**src/rtl/output_drain_pkg.sv**
```systemverilog
// Shared types, widths and the round/saturate helper for output drain paths.
package output_drain_pkg;

    localparam int unsigned I_WIDTH         = 8;
    localparam int unsigned F_WIDTH         = 8;
    localparam int unsigned AW_D            = I_WIDTH + F_WIDTH;
    localparam int unsigned BRAM_ADDR_WIDTH = 11;
    localparam int unsigned OUT_WIDTH       = 8;
    localparam int unsigned SHIFT_WIDTH     = 4;
    localparam int unsigned EXT_WIDTH       = AW_D + 1;

    // Saturation bounds expressed at the extended accumulator width.
    localparam logic signed [EXT_WIDTH-1:0] SAT_MAX = EXT_WIDTH'((2 ** (OUT_WIDTH - 1)) - 1);
    localparam logic signed [EXT_WIDTH-1:0] SAT_MIN = ~SAT_MAX;

    typedef enum logic [1:0] {
        IDLE  = 2'd0,
        DRAIN = 2'd1,
        FLUSH = 2'd2,
        DONE  = 2'd3
    } drain_state_t;

    // Optional ReLU, round-half-up arithmetic right shift, saturate to OUT_WIDTH.
    function automatic logic signed [OUT_WIDTH-1:0] round_sat(
        input logic signed [AW_D-1:0]        acc,
        input logic        [SHIFT_WIDTH-1:0] shift,
        input logic                          relu
    );
        logic signed [AW_D-1:0]      x;
        logic signed [EXT_WIDTH-1:0] ext;
        logic signed [EXT_WIDTH-1:0] rnd;
        logic signed [EXT_WIDTH-1:0] shifted;
        x   = (relu && (acc < 0)) ? '0 : acc;
        ext = {x[AW_D-1], x};
        rnd = (shift != '0) ? (EXT_WIDTH'(1) << (shift - SHIFT_WIDTH'(1))) : '0;
        // Extra headroom bit keeps ext + rnd from wrapping; large shifts fill with sign.
        shifted = (ext + rnd) >>> shift;
        if (shifted > SAT_MAX) begin
            return OUT_WIDTH'(SAT_MAX);
        end else if (shifted < SAT_MIN) begin
            return OUT_WIDTH'(SAT_MIN);
        end
        return OUT_WIDTH'(shifted);
    endfunction

endpackage

```
**src/rtl/output_drain_skid.sv**
```systemverilog
// Two-entry FIFO buffering processed results ahead of the valid/ready output.
module drain_skid_fifo #(
    parameter int unsigned WIDTH = 8
) (
    input  logic             clk_i,
    input  logic             rst_i,
    input  logic             push_i,
    input  logic [WIDTH-1:0] data_i,
    input  logic             pop_i,
    output logic [WIDTH-1:0] data_o,
    output logic [1:0]       count_o,
    output logic             empty_o,
    output logic             full_o
);

    logic [WIDTH-1:0] r_mem [2];
    logic             r_wr_ptr;
    logic             r_rd_ptr;
    logic [1:0]       r_count;
    logic             w_push;
    logic             w_pop;

    assign w_pop  = pop_i && (r_count != 2'd0);
    assign w_push = push_i && ((r_count != 2'd2) || w_pop);

    // Storage, pointers and occupancy; push and pop together keep the count.
    always_ff @(posedge clk_i) begin
        if (rst_i) begin
            r_mem[0] <= '0;
            r_mem[1] <= '0;
            r_wr_ptr <= 1'b0;
            r_rd_ptr <= 1'b0;
            r_count  <= 2'd0;
        end else begin
            if (w_push) begin
                r_mem[r_wr_ptr] <= data_i;
                r_wr_ptr        <= ~r_wr_ptr;
            end
            if (w_pop) begin
                r_rd_ptr <= ~r_rd_ptr;
            end
            case ({w_push, w_pop})
                2'b10:   r_count <= r_count + 2'd1;
                2'b01:   r_count <= r_count - 2'd1;
                default: r_count <= r_count;
            endcase
        end
    end

    assign data_o  = r_mem[r_rd_ptr];
    assign count_o = r_count;
    assign empty_o = (r_count == 2'd0);
    assign full_o  = (r_count == 2'd2);

endmodule

```
**src/rtl/output_drain.sv**
```systemverilog
// Drains accumulation BRAM words, post-processes them and streams them out.
module output_drain
    import output_drain_pkg::*;
(
    input  logic                              clk_i,
    input  logic                              rst_i,
    input  logic                              start_i,
    input  logic        [BRAM_ADDR_WIDTH-1:0] base_addr_i,
    input  logic        [BRAM_ADDR_WIDTH:0]   count_i,
    input  logic        [SHIFT_WIDTH-1:0]     shift_i,
    input  logic                              relu_en_i,
    input  logic                              clear_en_i,
    input  logic signed [AW_D-1:0]            bram_data_i,
    output logic        [BRAM_ADDR_WIDTH-1:0] bram_addr_o,
    output logic        [BRAM_ADDR_WIDTH-1:0] bram_clr_addr_o,
    output logic                              bram_clr_wr_en_o,
    output logic signed [OUT_WIDTH-1:0]       data_o,
    output logic                              valid_o,
    input  logic                              ready_i,
    output logic                              busy_o,
    output logic                              done_o
);

    drain_state_t               r_state;
    logic [BRAM_ADDR_WIDTH-1:0] r_rd_ptr;
    logic [BRAM_ADDR_WIDTH:0]   r_remaining;
    logic [SHIFT_WIDTH-1:0]     r_shift;
    logic                       r_relu;
    logic                       r_clear_en;
    logic                       r_inflight;
    logic [BRAM_ADDR_WIDTH-1:0] r_addr_hold;
    logic [BRAM_ADDR_WIDTH-1:0] r_clr_addr;
    logic                       r_clr_wr_en;
    logic                       r_busy;
    logic                       r_done;

    logic [1:0]                 w_fifo_count;
    logic                       w_fifo_empty;
    logic                       w_fifo_full;
    logic [OUT_WIDTH-1:0]       w_fifo_data;
    logic [OUT_WIDTH-1:0]       w_result;
    logic                       w_pop;
    logic [2:0]                 w_occupancy;
    logic                       w_issue;

    assign w_pop = !w_fifo_empty && ready_i;

    // Slots committed after this cycle; counting the pop keeps 1 word/cycle streaming.
    assign w_occupancy = 3'(w_fifo_count) + 3'(r_inflight) - 3'(w_pop);

    assign w_issue = (r_state == DRAIN) && (r_remaining != '0) &&
                     (w_occupancy < 3'd2) && (!w_fifo_full || w_pop);

    assign w_result = round_sat(bram_data_i, r_shift, r_relu);

    drain_skid_fifo #(
        .WIDTH (OUT_WIDTH)
    ) u_fifo (
        .clk_i   (clk_i),
        .rst_i   (rst_i),
        .push_i  (r_inflight),
        .data_i  (w_result),
        .pop_i   (ready_i),
        .data_o  (w_fifo_data),
        .count_o (w_fifo_count),
        .empty_o (w_fifo_empty),
        .full_o  (w_fifo_full)
    );

    // Sequencing FSM: configuration capture, read pointer/count and busy/done flags.
    always_ff @(posedge clk_i) begin
        if (rst_i) begin
            r_state     <= IDLE;
            r_rd_ptr    <= '0;
            r_remaining <= '0;
            r_shift     <= '0;
            r_relu      <= 1'b0;
            r_clear_en  <= 1'b0;
            r_busy      <= 1'b0;
            r_done      <= 1'b0;
        end else begin
            case (r_state)
                IDLE: begin
                    r_done <= 1'b0;
                    if (start_i) begin
                        r_rd_ptr    <= base_addr_i;
                        r_remaining <= count_i;
                        r_shift     <= shift_i;
                        r_relu      <= relu_en_i;
                        r_clear_en  <= clear_en_i;
                        if (count_i == '0) begin
                            r_state <= DONE;
                            r_done  <= 1'b1;
                        end else begin
                            r_state <= DRAIN;
                            r_busy  <= 1'b1;
                        end
                    end
                end
                DRAIN: begin
                    if (w_issue) begin
                        r_rd_ptr    <= r_rd_ptr + BRAM_ADDR_WIDTH'(1);
                        r_remaining <= r_remaining - (BRAM_ADDR_WIDTH + 1)'(1);
                        if (r_remaining == (BRAM_ADDR_WIDTH + 1)'(1)) begin
                            r_state <= FLUSH;
                        end
                    end
                end
                FLUSH: begin
                    if (!r_inflight && w_fifo_empty) begin
                        r_state <= DONE;
                        r_busy  <= 1'b0;
                        r_done  <= 1'b1;
                    end
                end
                DONE: begin
                    r_done  <= 1'b0;
                    r_state <= IDLE;
                end
                default: begin
                    r_state <= IDLE;
                end
            endcase
        end
    end

    // Read-in-flight tracking, held read address and clear-on-read write strobe.
    always_ff @(posedge clk_i) begin
        if (rst_i) begin
            r_inflight  <= 1'b0;
            r_addr_hold <= '0;
            r_clr_addr  <= '0;
            r_clr_wr_en <= 1'b0;
        end else begin
            r_inflight  <= w_issue;
            r_clr_wr_en <= w_issue && r_clear_en;
            if (w_issue) begin
                r_addr_hold <= r_rd_ptr;
                r_clr_addr  <= r_rd_ptr;
            end
        end
    end

    assign bram_addr_o      = w_issue ? r_rd_ptr : r_addr_hold;
    assign bram_clr_addr_o  = r_clr_addr;
    assign bram_clr_wr_en_o = r_clr_wr_en;
    assign data_o           = w_fifo_data;
    assign valid_o          = !w_fifo_empty;
    assign busy_o           = r_busy;
    assign done_o           = r_done;

endmodule

```
**config.mk**
```make
export PLATFORM = sky130hd
export DESIGN_NAME = output_drain
export DESIGN_NICKNAME = d
export VERILOG_FILES = /design/src/rtl/output_drain_pkg.sv /design/src/rtl/output_drain_skid.sv /design/src/rtl/output_drain.sv
export SDC_FILE = /design/constraint.sdc
export NUM_CORES = 1
export LEC_CHECK = 0
export CAP_MARGIN = 20
export CELL_PAD_IN_SITES_DETAIL_PLACEMENT = 0
export CELL_PAD_IN_SITES_GLOBAL_PLACEMENT = 1
export CORE_AREA = 4 4 122 124
export CTS_BUF_LIST = sky130_fd_sc_hd__clkbuf_4
export DETAILED_ROUTE_END_ITERATION = 16
export DIE_AREA = 0 0 126 128
export GPL_TIMING_DRIVEN = 0
export HOLD_SLACK_MARGIN = 0.1
export PLACE_DENSITY_LB_ADDON = 0.3
export SETUP_SLACK_MARGIN = 0.5
export SYNTH_ARGS = -nofsm -noshare
export SYNTH_HDL_FRONTEND = slang
export SYNTH_SLANG_ARGS = --single-unit
```
**constraint.sdc**
```tcl
create_clock -name clk_i -period 4.8 [get_ports clk_i]
set_input_delay 0.96 -clock clk_i [delete_from_list [all_inputs] [get_ports clk_i]]
set_output_delay 0.96 -clock clk_i [all_outputs]
set_load 0.05 [all_outputs]
```
Yosys cells after proc, flatten, opt, wreduce, memory -nomap -nowiden

Memory sizes are Yosys's and may differ from the RTL's. A register that Yosys moved wholly into a read port is not among the register bits.
Cells that the tools add are included.

Bits in registers: 61
Bits in latches: 0
Memory bits (writable): 16
Memory bits (read-only): 0
Output and inout bits: 34
Word-level logic and storage cells: 114
Memories: 1

Memory list:

| name         | words | width | read ports | clocked after Yosys merged registers in | wr ports | line                    | text |
|---|---|---|---|---|---|---|---|
| u_fifo.r_mem | 2     | 8     | 1          | 1                                       | 2        | output_drain_skid.sv:16 | `logic [WIDTH-1:0] r_mem [2];` |

Add/sub/neg operators: 8
Multiply operators: 0
Div/mod/pow operators: 0
Magnitude comparators: 4
Equality and inequality tests: 13
Shift operators: 2
Multiplexer cells: 39
Bitwise gates (word level): 2
Reduce and logical (&&, ||, !) cells: 30

Operator list:

| cell                  | number |
|---|---|
| $mux 11               | 3 |
| $mux 8                | 4 |
| $mux 12               | 2 |
| $pmux 12 s2           | 1 |
| $pmux 11 s2           | 1 |
| $add 16x17->17        | 1 |
| $gt 17x8->1 const B   | 1 |
| $lt 17x8->1 const B   | 1 |
| $mux 1                | 17 |
| $mux 17               | 1 |
| $shl 1x4->17 const A  | 1 |
| $sshr 17x4->17        | 1 |
| $lt 16x1->1 const B   | 1 |
| $mux 16               | 1 |
| $eq 12x1->1 const B   | 1 |
| $logic_not 12->1      | 1 |
| $reduce_bool 12->1    | 1 |
| $sub 12x1->12 const B | 1 |
| $add 11x1->11 const B | 1 |
| $mux 2                | 5 |
| $ne 2x2->1 const B    | 5 |
| $logic_and 1x1->1     | 9 |
| $eq 2x2->1 const B    | 4 |
| $pmux 2 s4            | 1 |
| 22 further kinds      | 33 |

Logic depth before layout (Yosys ltp)

Word-level depth: 10
Depth in mapped cells: 17
Mapped depth without buffers: 14

By module

A second synthesis with hierarchy kept.

Cells, all modules: 721
Area total of the unflattened synthesis: 5834.3 um2

Modules (own cells, without submodules):

| module          | times used | cells an instance | area each (um2) | sequential area each (um2) |
|---|---|---|---|---|
| output_drain    | 1          | 640               | 4869.7          | 1141.1 |
| drain_skid_fifo | 1          | 81                | 964.7           | 580.6 |

Worst setup path before layout

OpenSTA, ideal clock, no wires.

Path kind: input to register
Start: input port bram_data_i[15]
End: memory u_fifo.r_mem[1][3] (data pin)
Library setup time: 0.262 ns
Arrival: 4.233 ns
Path slack: 0.305 ns
Stages on the path: 15
Cell sequence: nand2_1 > clkbuf_1 > and2_1 > ha_1 > fa_1 > a21o_1 > a221o_1 > o211ai_1 > nand2_1 > xnor2_2 > o211a_1 > a21bo_2 > o31ai_1 > a21oi_1 > o21bai_1

RTL lines:

| element            | line                    | text |
|---|---|---|
| start: declaration | output_drain.sv:13      | `input logic signed [AW_D-1:0] bram_data_i,` |
| end: declaration   | output_drain_skid.sv:16 |  |

==> parameters.txt <==
Parameter                              Value

Logic synthesis
  Post-Syn Area    5690 um^2
  Mean post-synth cell area    8.09 um^2
  Adder and majority gate portion of the synthesized area    6.42%
  Compound-cell area share of the yosys netlist    26.7%
  Fraction of synthesized cell area in xor and xnor cells    2.60%
  Proportion of netlist area held by the largest area contributor    21.8%
  Share of flip-flops with an asynchronous set or reset after synthesis    0%
  EDFF count, synth    16
  Distinct cells, synth    67
  Part of the Yosys area used for sequential elements    30.3%
  Prevailing post-synth register cell    sky130_fd_sc_hd__dfxtp_1
  Syn Nets    780
  Count of yosys warnings during synthesis    0
  Basic-gate share of the synthesized area counting and, or, nand and nor cells    21.6%
  Post-synthesis cell type with the largest combined area    sky130_fd_sc_hd__dfxtp_1
  Post-synthesis cell count    703
  Number of storage elements in the synthesis netlist    78
  Post-synthesis mux area share    8.34%
  Dominant cells by area after synthesis    sky130_fd_sc_hd__dfxtp_1, sky130_fd_sc_hd__edfxtp_1, sky130_fd_sc_hd__ha_1
  Largest family of logic cells by synthesized area    compound AO/OA/AOI/OAI gates

Floorplanning
  Effective utilization at floorplan    41.3%
  Top Ports    83
  Area enclosed by the die boundary    16100 um^2
  Width of the die    126 um
  Standard-cell row count    43
  Area of the core region    13800 um^2
  Die H    128 um

Worst setup path
  Capture point of the critical path    u_fifo.r_mem[0][5]
  Crit. Startpoint    bram_data_i[4]
  Number of cells on the worst reg-to-reg path    15
  Critical Path Start Type    primary input
  Category of the most critical setup path    primary input to flop
  Capturing element type of the critical path    flop
  CP max FO    6
  Critical path data required time    5.09 ns
  Reg-to-reg slack, setup    0.67 ns
  Reg-to-reg critical path endpoint    u_fifo.r_mem[0][5]
  CP Data Arrival Time    4.50 ns
  R2r startpoint    r_shift[2]

Clock network
  CTS sink count    78
  Clock root buffer    sky130_fd_sc_hd__clkbuf_4
  Clock slew seen by the registers of the worst setup and hold paths    0.14 ns
  TritonCTS clock tree    done
  Hold_buf cts    0
  Deepest clock path buffer count    2
  Count of H-tree levels built during CTS    3
  Total CTS buffers    9
  Insertion delay of the later-clocked pin in the worst-skew pair    0.45 ns

Power
  Pwr/cell area    505 nW/um^2
  IR drop worst, VDD    0.277 mV
  Total Power Consumption    3.84 mW
  Static power due to leakage    3.01 nW

Layout
  Layout cell share with drive strength beyond 1    19.7%
  Antenna cell count    0
  Net count of the finished layout    900
  Most common cell after layout, fill and taps aside    sky130_fd_sc_hd__nor2_1
  Commonest cells after routing, fill and taps aside    sky130_fd_sc_hd__nor2_1, sky130_fd_sc_hd__clkdlybuf4s50_1, sky130_fd_sc_hd__nand2_1
  Area growth, synth to finish    33.6%
  Fraction of the core area covered by cells at the end of the flow    55.2%
  Non-filler cells in the finished layout    1008

Timing
  Period minus WS final    4.21 ns
  Relative slew slack    45.7%
  Maximum clock skew at final layout    0.0220 ns
  Tightest Pin Transition    0.807 ns
  Final period utilization    87.6%
  Number of setup violations in the final report    0
  Number of slew-limit violations in the final report    0
  Hold violation total from the final report    0
  F_max    238 MHz
  Unrepaired setup endpoints after global routing    yes

Placed design
  Number of placed cells counting well taps    964
  IO Port Bufs    81
  Final weighted congestion in routability-driven placement    0.897
  Placed wire-length estimate    13000 um

Status
  Result of the run    finished clean

Global route
  Global-route congestion overflow total    0
  Number of global-route vias before repair    5621
  First-pass GRT wire length    27800 um
  Number of antenna violations at the first check in global routing    0
  Maximum number of pins on one net before global-route repair    16
  Total global routing track utilization    21.0%

Hold path
  Path category of the worst min-delay check    flop to flop

Detailed routing
  Routed Wire Length    17600 um
  Overall via count from detail_route    5839
  First-pass detailed-route iteration total    5
  Number of design rule violations left after detail routing    0
  Via/cell ratio    5.79
  Iteration-0 DRC count of the detailed router    417
  Antenna Violating Nets Remaining    0
  Routed len/inst    17.4 um

Run
  Max Cap Violations    0
## cell usage after synthesis, types with 5 or more instances
| cell type | number |
|---|---|
| sky130_fd_sc_hd__o21ai_0 | 33 |
| sky130_fd_sc_hd__buf_1 | 7 |
| sky130_fd_sc_hd__nand2_1 | 65 |
| sky130_fd_sc_hd__and3_1 | 8 |
| sky130_fd_sc_hd__nand3_1 | 20 |
| sky130_fd_sc_hd__and2_1 | 22 |
| sky130_fd_sc_hd__o22ai_1 | 12 |
| sky130_fd_sc_hd__xor2_1 | 9 |
| sky130_fd_sc_hd__ha_1 | 26 |
| sky130_fd_sc_hd__a21oi_1 | 54 |
| sky130_fd_sc_hd__mux2_2 | 19 |
| sky130_fd_sc_hd__clkbuf_1 | 35 |
| sky130_fd_sc_hd__xnor2_1 | 6 |
| sky130_fd_sc_hd__dfxtp_1 | 62 |
| sky130_fd_sc_hd__nor2_1 | 75 |
| sky130_fd_sc_hd__a221oi_1 | 5 |
| sky130_fd_sc_hd__nor3_1 | 14 |
| sky130_fd_sc_hd__nand4_1 | 5 |
| sky130_fd_sc_hd__a21o_1 | 19 |
| sky130_fd_sc_hd__o32ai_1 | 6 |
| sky130_fd_sc_hd__o31ai_1 | 5 |
| sky130_fd_sc_hd__nor4_1 | 7 |
| sky130_fd_sc_hd__o211ai_1 | 5 |
| sky130_fd_sc_hd__o21bai_1 | 10 |
| sky130_fd_sc_hd__a211oi_1 | 18 |
| sky130_fd_sc_hd__inv_1 | 15 |
| sky130_fd_sc_hd__edfxtp_1 | 16 |
| sky130_fd_sc_hd__nand2b_1 | 9 |
| sky130_fd_sc_hd__a22oi_1 | 13 |
| sky130_fd_sc_hd__mux2i_1 | 17 |
| sky130_fd_sc_hd__nor2b_1 | 16 |
| sky130_fd_sc_hd__or2_2 | 6 |
## worst max-delay path, cell delays in order
cell                              delay, ns
sky130_fd_sc_hd__clkdlybuf4s50_1       0.46
sky130_fd_sc_hd__and2_4                0.14
sky130_fd_sc_hd__ha_4                  0.22
sky130_fd_sc_hd__a21o_1                0.20
sky130_fd_sc_hd__a31oi_4               0.25
sky130_fd_sc_hd__a21oi_1               0.13
sky130_fd_sc_hd__o31a_1                0.33
sky130_fd_sc_hd__or2_4                 0.26
sky130_fd_sc_hd__mux4_2                0.53
sky130_fd_sc_hd__or2_4                 0.29
sky130_fd_sc_hd__o41ai_4               0.37
sky130_fd_sc_hd__nand2b_1              0.17
sky130_fd_sc_hd__o21bai_1              0.18
## worst min path at each step
| stage | from | end | slack (ns) | depth (start not counted) |
|---|---|---|---|---|
| floorplan | r_clear_en | bram_clr_wr_en_o | 0.43 | 1 |
| global placement | bram_clr_addr_o[7] | bram_clr_addr_o[7] | 0.48 | 2 |
| detailed placement | bram_clr_addr_o[2] | bram_clr_addr_o[2] | 0.48 | 2 |
| finish | r_clear_en | r_clear_en | 0.50 | 2 |
| global route | r_clear_en | r_clear_en | 0.54 | 2 |
| CTS | r_clear_en | r_clear_en | 0.51 | 2 |
## timing repair
item,in CTS,in global routing
pin swaps,13,23
setup buffers,17,10
cloned,1,0
endpoints found under the setup margin,25,25
resized for setup,116,87
## layer usage
| metal | global-route usage, % | routed length (um) | part of all wire, % | vias up |
|---|---|---|---|---|
| li1 | - | - | - | 2832 |
| met5 | 0 | 0 | 0 | - |
| met2 | 38.8 | 9010 | 51 | 193 |
| met1 | 25.2 | 7270 | 41 | 2787 |
| met4 | 5.68 | 299 | 1.7 | 0 |
| met3 | 3.54 | 984 | 5.6 | 27 |
## flip-flops by register name, indices dropped and copies added, names as in the netlist, 2 cells and up, named ones only
name	count
bram_clr_addr_o	11
r_shift	4
u_fifo.count_o	2
r_rd_ptr	11
r_addr_hold	11
r_remaining	12
u_fifo.r_mem	16
r_state	2
## stage by stage
step / area (um^2) / hold slack, ns / setup TNS (ns) / setup slack, ns
after floorplan: 5760 / 0.430 / 0 / 0.509
after global placement: 6800 / 0.480 / -15.05 / -0.761
after detailed placement: 6800 / 0.484 / -16.27 / -0.817
after CTS: 7230 / 0.508 / 0 / 0.505
after global routing: 7600 / 0.536 / 0 / 0.478
final: 7600 / 0.499 / 0 / 0.594
## cells by family after synthesis
family,count (synthesis)
AND/OR/NAND/NOR,258
AO/OA/AOI/OAI,222
flip-flops,78
buffers and inverters,60
multiplexers,40
adder cells (fa/ha/maj),28
XOR/XNOR,16
other,1
## report_power, final
group,internal (mW),total [mW],switching (mW)
Clock,0.218,0.471,0.253
Sequential,0.848,1.01,0.159
Combinational,0.943,2.36,1.42
Total,2.01,3.84,1.83
## layout make-up
| type | count | area [um^2] |
|---|---|---|
| fillers | 1316 | 6170 |
| multi-input cells | 565 | 4100 |
| flip-flops and latches | 78 | 1730 |
| repair buffers | 109 | 1030 |
| plain buffers | 44 | 288 |
| well taps | 180 | 225 |
| clock inverters | 7 | 104 |
| clock buffers | 9 | 67.6 |
| inverters | 16 | 61.3 |
(Power assumes the default switching activity.)
